`config.mk`:
```
export PLATFORM = sky130hd
export DESIGN_NAME = apb_wait_slave
export DESIGN_NICKNAME = d
export VERILOG_FILES = /design/src/rtl/apb_wait_slave.sv
export SDC_FILE = /design/constraint.sdc
export NUM_CORES = 1
export LEC_CHECK = 0
export ABC_AREA = 1
export CAP_MARGIN = 20
export CELL_PAD_IN_SITES_DETAIL_PLACEMENT = 0
export CELL_PAD_IN_SITES_GLOBAL_PLACEMENT = 1
export CORE_UTILIZATION = 30
export DETAILED_ROUTE_END_ITERATION = 12
export GPL_ROUTABILITY_DRIVEN = 0
export HOLD_SLACK_MARGIN = 0.08
export MAX_ROUTING_LAYER = met4
export PLACE_DENSITY_LB_ADDON = 0.1
export SLEW_MARGIN = 20
export SYNTH_ARGS = -nofsm -noshare
export SYNTH_HDL_FRONTEND = slang
export SYNTH_SLANG_ARGS = --single-unit
```
`constraint.sdc`:
```
create_clock -name pclk_i -period 2.8 [get_ports pclk_i]
set_input_delay 0.7 -clock pclk_i [delete_from_list [all_inputs] [get_ports pclk_i]]
set_output_delay 0.7 -clock pclk_i [all_outputs]
set_load 0.05 [all_outputs]
```
`src/rtl/apb_wait_slave.sv`:
```
// APB completer: DEPTH-byte register file with WAIT_CYCLES wait states and PSLVERR on out-of-range access.
// Optional lock register at the all-ones address, enabled by defining APB_SLV_LOCK_EN.
module apb_wait_slave #(
  parameter int ADDR_W      = 8,
  parameter int DATA_W      = 8,
  parameter int DEPTH       = 64,
  parameter int WAIT_CYCLES = 2
) (
  input  logic              pclk_i,
  input  logic              preset_i,
  input  logic              psel_i,
  input  logic              penable_i,
  input  logic              pwrite_i,
  input  logic [ADDR_W-1:0] paddr_i,
  input  logic [DATA_W-1:0] pwdata_i,
  output logic [DATA_W-1:0] prdata_o,
  output logic              pready_o,
  output logic              pslverr_o
);

  // state  | meaning
  // IDLE   | no transfer, waiting for a setup phase
  // ACCESS | wait counter running; PREADY is high when it has reached zero
  // DONE   | one cycle after completion; a new setup may start here
  typedef enum logic [1:0] {ST_IDLE, ST_ACCESS, ST_DONE} state_e;

  localparam int CNT_W = 4;
  localparam int IDX_W = (DEPTH > 1) ? $clog2(DEPTH) : 1;
  localparam logic [CNT_W-1:0] WAIT_LD = CNT_W'(WAIT_CYCLES);

  state_e              state_q, state_d;
  logic [CNT_W-1:0]    cnt_q, cnt_d;
  logic [ADDR_W-1:0]   addr_q, addr_d;
  logic                write_q, write_d;
  logic [DATA_W-1:0]   wdata_q, wdata_d;
  logic [DATA_W-1:0]   prdata_q, prdata_d;
  logic                pready_q, pready_d;
  logic                pslverr_q, pslverr_d;
  logic [DATA_W-1:0]   mem_q [DEPTH];

  logic                setup;
  logic                complete;
  logic                in_range_d, in_range_q;
  logic                lock_hit_d, lock_hit_q;
  logic                lock_now;
  logic                err_d, err_q;
  logic                mem_we;
  logic [IDX_W-1:0]    idx_d, idx_q;

  assign setup      = psel_i && !penable_i;
  assign complete   = (state_q == ST_ACCESS) && (cnt_q == '0);

  assign in_range_d = int'(addr_d) < DEPTH;
  assign in_range_q = int'(addr_q) < DEPTH;
  assign idx_d      = addr_d[IDX_W-1:0];
  assign idx_q      = addr_q[IDX_W-1:0];

`ifdef APB_SLV_LOCK_EN
  localparam logic [ADDR_W-1:0] LOCK_ADDR = '1;
  logic lock_q;

  assign lock_hit_d = (addr_d == LOCK_ADDR);
  assign lock_hit_q = (addr_q == LOCK_ADDR);
  assign lock_now   = lock_q;

  always_ff @(posedge pclk_i) begin
    if (preset_i) begin
      lock_q <= 1'b0;
    end else if (complete && write_q && lock_hit_q) begin
      lock_q <= wdata_q[0];
    end
  end
`else
  assign lock_hit_d = 1'b0;
  assign lock_hit_q = 1'b0;
  assign lock_now   = 1'b0;
`endif

  // The lock register itself is never in error; locked writes to the array are.
  assign err_d  = !lock_hit_d && (!in_range_d || (write_d && lock_now));
  assign err_q  = !lock_hit_q && (!in_range_q || (write_q && lock_now));
  assign mem_we = complete && write_q && !err_q && !lock_hit_q;

  always_comb begin
    state_d = state_q;
    cnt_d   = cnt_q;
    addr_d  = addr_q;
    write_d = write_q;
    wdata_d = wdata_q;
    unique case (state_q)
      ST_IDLE, ST_DONE: begin
        state_d = ST_IDLE;
        if (setup) begin
          state_d = ST_ACCESS;
          cnt_d   = WAIT_LD;
          addr_d  = paddr_i;
          write_d = pwrite_i;
          wdata_d = pwdata_i;
        end
      end
      ST_ACCESS: begin
        if (cnt_q == '0) begin
          state_d = ST_DONE;
        end else if (!psel_i) begin
          state_d = ST_IDLE;
          cnt_d   = '0;
        end else begin
          cnt_d = cnt_q - 1'b1;
        end
      end
      default: begin
        state_d = ST_IDLE;
        cnt_d   = '0;
      end
    endcase
  end

  // Response is registered one cycle ahead so PREADY lands exactly in T1+WAIT_CYCLES.
  always_comb begin
    pready_d  = (state_d == ST_ACCESS) && (cnt_d == '0);
    pslverr_d = pready_d && err_d;
    prdata_d  = '0;
    if (pready_d && !write_d && !err_d) begin
      if (lock_hit_d) begin
        prdata_d = DATA_W'(lock_now);
      end else begin
        prdata_d = mem_q[idx_d];
      end
    end
  end

  always_ff @(posedge pclk_i) begin
    if (preset_i) begin
      state_q   <= ST_IDLE;
      cnt_q     <= '0;
      addr_q    <= '0;
      write_q   <= 1'b0;
      wdata_q   <= '0;
      prdata_q  <= '0;
      pready_q  <= 1'b0;
      pslverr_q <= 1'b0;
    end else begin
      state_q   <= state_d;
      cnt_q     <= cnt_d;
      addr_q    <= addr_d;
      write_q   <= write_d;
      wdata_q   <= wdata_d;
      prdata_q  <= prdata_d;
      pready_q  <= pready_d;
      pslverr_q <= pslverr_d;
    end
  end

  always_ff @(posedge pclk_i) begin
    if (preset_i) begin
      for (int i = 0; i < DEPTH; i++) begin
        mem_q[i] <= '0;
      end
    end else if (mem_we) begin
      mem_q[idx_q] <= wdata_q;
    end
  end

  assign prdata_o  = prdata_q;
  assign pready_o  = pready_q;
  assign pslverr_o = pslverr_q;

endmodule

```
==> impl_table.tex, run 1 <==
\begin{tabular}{lr}
\hline
Metric & Value \\
\hline
\multicolumn{2}{l}{\textbf{Hold path}} \\
Worst min-delay path class & flip-flop to flip-flop \\
\multicolumn{2}{l}{\textbf{Floorplanning}} \\
Total number of placement rows & $\sim$110 \\
IO Pins & 31 \\
CORE AREA & approximately 87000 µm² \\
Initial standard-cell utilization of the core & 0.304 \\
Die outline height & $\sim$300 µm \\
Die extent in x & roughly 300 µm \\
Die Area & 89500 µm² \\
\multicolumn{2}{l}{\textbf{Synth}} \\
Gate count after technology mapping & 2959 \\
Post-synthesis net count & between 2000 and 3000 \\
Largest area contributor in the netlist & edfxtp\_1 \\
Syn avg cell area & about 9 µm² \\
Post-synthesis cell area & $\sim$27000 µm² \\
Top cells by instance count after synthesis & nand2\_1, nor2\_1, edfxtp\_1 \\
Synth area leaders & edfxtp\_1, nand2\_1, nand3\_1, nor2\_1, inv\_1 \\
Seq cells post-synth & 545 \\
Most numerous cell in the Yosys netlist & nand2\_1 \\
Top\_reg\_cell synth & edfxtp\_1 \\
Share of synthesized flip-flops with an asynchronous set or reset & 0 \\
Post-synth top area share & 0.580 \\
Synthesis Warnings & 0 \\
Number of flops mapped to enable cells by yosys & 512 \\
Post-synthesis sequential area ratio & 0.605 \\
Unique cell type count in the Yosys netlist & 34 \\
\multicolumn{2}{l}{\textbf{Worst setup path}} \\
Slowest cell delay on critical path & around 0.54 ns \\
Critical path buffers and inverters & 4 \\
Top fanout value on the critical path & 25 \\
Arrival time of data at the critical path endpoint & 3.20 ns \\
Most frequent CP cell & nand3\_1 \\
Class of the most critical setup path & primary input to flip-flop \\
Endpoint required time on the critical path & approximately 3.3 ns \\
CP Capture Type & flip-flop \\
Crit start category & primary input \\
Cell family with most CP delay & simple AND/OR/NAND/NOR gates \\
Critical path's slowest cell & clkdlybuf4s50\_1 \\
Worst path cell trace & clkdlybuf4s50\_1, buf\_4, nand4\_1, nand2\_4, buf\_4, buf\_12, o21ai\_0, nand2\_1, nand3\_1, nand3\_1, nand3\_1, a21oi\_2, nor2\_1 \\
\multicolumn{2}{l}{\textbf{GRT}} \\
Grt met3 use & 0.0298 \\
Global routing met1 resource utilization & 0.271 \\
Wire length of the first global-routing pass & between 100000 and 150000 µm \\
Most Crowded Layer GR & met2 \\
Number of global-route vias before repair & slightly above 20000 \\
Global Route met2 Usage & 0.339 \\
Overall global routing resource usage & 0.207 \\
Overall overflow remaining after global route & 0 \\
Maximum number of pins on one net before global-route repair & 65 \\
Initial antenna violation count & 0 \\
\multicolumn{2}{l}{\textbf{Timing}} \\
Final Cycle Share & 0.968 \\
Slew at the pin closest to its max-slew limit & 0.881 ns \\
Clock skew after layout & between 0.03 and 0.04 ns \\
Tmin final & 2.71 ns \\
Number of hold-slack violations in the final timing report & 0 \\
Count of endpoints failing setup in the final report & 0 \\
Max-slew violation count & 0 \\
Max\_slew headroom & 0.408 \\
Max Fclk & 369 MHz \\
Setup repair after global routing missed its margin & false \\
Final setup TNS & 0 ns \\
Tightest hold margin & roughly 0.47 ns \\
\multicolumn{2}{l}{\textbf{Drt}} \\
Residual antenna-violating net count after detailed routing & 0 \\
Vias after detailed routing & between 20000 and 25000 \\
Vias/cell & between 4 and 5 \\
Post-detailed-route DRC marker count & 0 \\
First-iteration detailed-routing DRC count & 1440 \\
Routed wire length per instance & 20.9 µm \\
Router iterations before antenna repair & 8 \\
Wire length after detailed routing & about 90000 µm \\
\multicolumn{2}{l}{\textbf{Placed design}} \\
Number of port buffers & 30 \\
Post-detailed-placement cell area & roughly 30000 µm² \\
Detailed placer's ending HPWL & between 60000 and 70000 µm \\
\multicolumn{2}{l}{\textbf{Pwr}} \\
Worst vdd ir & between 0.0003 and 0.0004 V \\
Pwr Density & between 600 and 700 nW/µm² \\
Power after layout & 20.0 mW \\
Static leakage & about 13 nW \\
\multicolumn{2}{l}{\textbf{CTS}} \\
Clock Sink Count & about 550 \\
Worst-path clk slew & around 0.060 ns \\
Root buf cell & clkbuf\_16 \\
Source-to-sink clock delay at the later pin of the worst-skew pair & a little over 0.6 ns \\
Largest buffer count on any clock path & 3 \\
H-tree depth & 3 \\
Clock tree from TritonCTS & yes \\
Hold Buf Count CTS & 0 \\
Inserted Clock Buffers & 67 \\
\multicolumn{2}{l}{\textbf{Finish}} \\
Antenna diodes & 0 \\
Number of nets in the layout & between 3000 and 4000 \\
Share of cells above drive strength 1 & 0.130 \\
Final std cell area, no fill & between 30000 and 40000 µm² \\
Relative area change from synthesis to final layout & 20.5\% \\
Final Util & 0.367 \\
\multicolumn{2}{l}{\textbf{Outcome}} \\
Run status & complete, no violations \\
\multicolumn{2}{l}{\textbf{Flow run}} \\
Max-cap viol count & 0 \\
\hline
\end{tabular}
power by group:
part	leakage [nW]	internal (mW)	switching, mW	total (mW)
sequential	5.56	9.15	0.0873	9.24
clock	0.982	4.66	3.51	8.17
combinational	6.27	0.795	1.77	2.57
total	12.8	14.6	5.36	20.0
final timing paths:
path              start           to  slack (ns)  cells after the start
max              psel_i  prdata_o[6]        0.09                     13
min          wdata_q[5]   wdata_q[5]        0.47                      2
max reg2reg  state_q[0]  prdata_o[6]        0.36                     12
min reg2reg  wdata_q[5]   wdata_q[5]        0.47                      2
worst reg2reg max path: stages, from the launching register on:
cell     delay, ns
dfxtp_1       0.33
inv_2         0.11
nand3_4       0.17
buf_4         0.21
nand2_1       0.07
nand2_2       0.14
inv_2         0.14
buf_12        0.23
nand3_1       0.14
nand3_1       0.18
nand3_1       0.30
a21oi_2       0.26
nor2_1        0.07
placed cells by master, fill, tap and decap left out, types with 22 or more instances in the layout:
cell type	synthesis	routed
nand2_2	50	52
clkbuf_16	0	70
clkdlybuf4s50_1	0	30
nand3_1	436	436
nand3b_1	63	63
clkinv_1	7	25
edfxtp_1	512	512
nor2_1	542	542
buf_12	0	59
clkinv_2	0	22
o21ai_0	27	27
nand2_1	653	649
inv_1	384	375
buf_4	24	171
dfxtp_1	33	33
cell families after synthesis:
group,count (synthesis),synth area share
AO/OA/AOI/OAI,54,0.0107
XOR/XNOR,2,0.000661
adder cells (fa/ha/maj),1,0.000472
buffers and inverters,583,0.0888
flip-flops,545,0.605
multiplexers,1,0.000378
AND/OR/NAND/NOR,1773,0.294
state kept, by name, indices dropped and copies added (netlist names):
signal and count:
mem_q 512, pslverr_o 1, pready_o 1, write_q 1, wdata_q 8, prdata_o 8
addr_q 8, state_q 2, cnt_q 4
repair_timing:
item                                    CTS  global route
resized for setup                         0             3
buffers inserted                          0             2
endpoints found under the setup margin    0             3
per-layer routing:
layer	share of wire	up-vias
li1	-	9794
met1	0.45	10000
met2	0.48	480
met3	0.047	102
met4	0.017	0
met5	0	-
through the flow:
stage | cells | worst slack, ns
floorplan | 2959 | 0.394
global placement | 4185 | -0.605
detailed placement | 4185 | -0.578
CTS | 4301 | 0.0436
global route | 4304 | 0.0354
finish | 4304 | 0.0896
area by class of cell:
class                      instances  area [µm²]
clock buffer                      78        1760
clock inverter                    38         234
fill                            8975       55200
inverter                         395        1490
multi-input combinational       1831        8160
sequential                       545       16000
tap                             1155        1450
timing repair buffer             262        2820
Note: power is estimated with default switching activity, not from simulation.
==> inputs of run 2 (changes only) <==
CORE_UTILIZATION = 42   (was 30)
==> impl_table.tex, run 2 (synthesis results as in run 1) <==
\begin{tabular}{lr}
\hline
Metric & Value \\
\hline
\multicolumn{2}{l}{\textbf{Timing}} \\
Max Fclk & 365 MHz (-1.2\%) \\
Final Cycle Share & 0.979 (+0.0114) \\
Slew at the pin closest to its max-slew limit & 0.987 ns (+0.105 ns) \\
Tmin final & 2.74 ns (+0.0318 ns) \\
Setup repair after global routing missed its margin & false \\
Count of endpoints failing setup in the final report & 0 (unchanged) \\
Number of hold-slack violations in the final timing report & 0 (unchanged) \\
Clock skew after layout & 0.0301 ns (-0.000795 ns) \\
Max\_slew headroom & 0.340 (-0.0682) \\
Max-slew violation count & 0 (unchanged) \\
\multicolumn{2}{l}{\textbf{Pwr}} \\
NetSw & 5.13 mW (-4.4\%) \\
Clk network pwr share & 0.391 (-0.018) \\
Flop pwr share & 0.476 (+0.013) \\
Power after layout & 19.4 mW (-2.8\%) \\
Switching part of the total & 0.264 (-0.00420) \\
Internal power & 14.3 mW (-2.3\%) \\
Worst vdd ir & 0.000469 V (+25\%) \\
Pwr Density & 613 nW/µm² (-1.9\%) \\
Static leakage & 12.9 nW (+0.53\%) \\
Combinational fraction of design power & 0.134 (+0.006) \\
\multicolumn{2}{l}{\textbf{Drt}} \\
Vias after detailed routing & 20700 (+1.7\%) \\
Post-detailed-route DRC marker count & 0 (unchanged) \\
Wire length after detailed routing & 83400 µm (-7.5\%) \\
Residual antenna-violating net count after detailed routing & 0 (unchanged) \\
Routed wire length per instance & 20.8 µm (-0.77\%) \\
Router iterations before antenna repair & 5 (-3) \\
Vias/cell & 5.17 (+9.1\%) \\
First-iteration detailed-routing DRC count & 1743 (+21\%) \\
\multicolumn{2}{l}{\textbf{Worst setup path}} \\
Slowest cell delay on critical path & 0.90 ns (+0.36 ns) \\
Arrival time of data at the critical path endpoint & 2.04 ns (-1.16 ns) \\
Critical path buffers and inverters & 1 (-3) \\
Class of the most critical setup path & flip-flop to output pin \\
Crit start category & flip-flop \\
Worst path cell trace & clkdlybuf4s50\_1 \\
Critical path's slowest cell & clkdlybuf4s50\_1 \\
Top fanout value on the critical path & 1 (-96\%) \\
Endpoint required time on the critical path & 2.10 ns (-1.19 ns) \\
CP Capture Type & output pin \\
Cell family with most CP delay & buffers and inverters \\
\multicolumn{2}{l}{\textbf{Finish}} \\
Relative area change from synthesis to final layout & 19.4\% \\
Number of nets in the layout & 3150 (+0.83\%) \\
Register name with the most flops & mem\_q \\
Final std cell area, no fill & 31600 µm² (-0.98\%) \\
Fillcell total & 5907 (-34\%) \\
Antenna diodes & 0 (unchanged) \\
Max FFs per register & 512 (unchanged) \\
Most frequent standard cell in the layout excluding fill and tap cells & nand2\_1 \\
Commonest non-fill, non-tap cells in the layout & nand2\_1, nor2\_1, edfxtp\_1 \\
Share of cells above drive strength 1 & 0.140 (+0.00992) \\
\multicolumn{2}{l}{\textbf{GRT}} \\
Wire length of the first global-routing pass & 125000 µm (-5.6\%) \\
Maximum number of pins on one net before global-route repair & 57 (-12\%) \\
Overall global routing resource usage & 0.271 (+0.0638) \\
Number of global-route vias before repair & 20500 (+1.0\%) \\
Initial antenna violation count & 0 (unchanged) \\
Overall overflow remaining after global route & 0 (unchanged) \\
\multicolumn{2}{l}{\textbf{Flow run}} \\
Max-cap viol count & 0 (unchanged) \\
\multicolumn{2}{l}{\textbf{Placed design}} \\
Number of port buffers & 30 (unchanged) \\
Post-detailed-placement cell area & 29500 µm² (-1.4\%) \\
Detailed placer's ending HPWL & 55500 µm (-8.3\%) \\
\multicolumn{2}{l}{\textbf{Floorplanning}} \\
Total number of placement rows & 91 (-16\%) \\
Initial standard-cell utilization of the core & 0.427 (+0.123) \\
Die extent in x & 253 µm (-15\%) \\
Die Area & 64100 µm² (-28\%) \\
CORE AREA & 62100 µm² (-29\%) \\
IO Pins & 31 (unchanged) \\
Die outline height & 253 µm (-15\%) \\
\multicolumn{2}{l}{\textbf{Hold path}} \\
Worst min-delay path class & flip-flop to flip-flop \\
\multicolumn{2}{l}{\textbf{CTS}} \\
Largest buffer count on any clock path & 3 (unchanged) \\
Worst-path clk slew & 0.06 ns (about the same) \\
Clock Sink Count & 545 (unchanged) \\
H-tree depth & 2 (-1) \\
Root buf cell & clkbuf\_16 \\
Clock tree from TritonCTS & yes \\
Inserted Clock Buffers & 60 (-10\%) \\
Source-to-sink clock delay at the later pin of the worst-skew pair & 0.65 ns (+0.04 ns) \\
\multicolumn{2}{l}{\textbf{Outcome}} \\
Run status & complete, no violations \\
\hline
\end{tabular}
run 2: cell types whose count changed in the layout (fill, tap and decap cells not counted), moves of 3 or more:
cell,delta
clkbuf_1,+14
a21oi_1,-6
clkbuf_16,-4
clkinv_2,-14
buf_16,+3
inv_2,+9
buf_4,+38
clkinv_1,-11
a21oi_2,+6
buf_12,-13
clkbuf_8,+5
run 2: area by class of cell:
class / count / area [µm²] / area share
Sequential cell: 545 / 16000 / 0.507
Multi-Input combinational cell: 1831 / 8210 / 0.259
Timing Repair Buffer: 295 / 3020 / 0.0956
Clock buffer: 90 / 1710 / 0.0539
Inverter: 395 / 1480 / 0.0469
Tap cell: 837 / 1050 / 0.0331
Clock inverter: 20 / 133 / 0.00419
run 2: worst min-delay path, cell delays in order (launching register included):
cell	delay, ns
dfxtp_1	0.31
nand2_1	0.08
a21oi_1	0.07
run 2: metrics by stage:
step | TNS, ns | hold slack [ns] | cells | setup slack [ns] | util
finish | 0 | 0.507 | 4013 | 0.0578 | 0.510
global route | 0 | 0.527 | 4013 | 0.0480 | 0.510
CTS | 0 | 0.498 | 3998 | 0.00544 | 0.505
detailed placement | -6.52 | 0.489 | 3888 | -0.718 | 0.475
global placement | -6.74 | 0.482 | 3888 | -0.726 | 0.475
floorplan | 0 | 0.465 | 2959 | 0.394 | -
run 2: final timing paths:
kind / startpoint / endpoint / slack [ns] / cells past startpoint
setup / recovery: prdata_o[1] / prdata_o[1] / 0.06 / 1
hold / removal: addr_q[7] / addr_q[7] / 0.51 / 2
setup reg to reg: state_q[0] / prdata_o[7] / 0.30 / 15
hold reg to reg: addr_q[7] / addr_q[7] / 0.51 / 2
run 2: repair_timing:
action / CTS / global route
setup buffers: 0 / 11
hold buffers: 0 / 0
pin swaps: 0 / 4
gates resized for setup: 4 / 16
cloned: 0 / 4
setup endpoints to repair: 4 / 8
run 2: power groups by stage:
stage          sequential, mW  clock [mW]  combinational (mW)
6_report                 9.23        7.58                2.59
2_1_floorplan            9.38           0                1.39
3_3_place_gp             9.40           0                2.47
3_5_place_dp             9.40           0                2.48
4_1_cts                  9.23        7.69                2.49
5_1_grt                  9.25        7.96                2.82
run 2: layer usage:
metal	wire (µm)	vias to the layer above	GRT usage
li1	-	9870	-
met1	36200	10100	0.349
met2	39700	659	0.445
met3	4930	134	0.0335
met4	2560	0	0.0888
met5	0	-	-
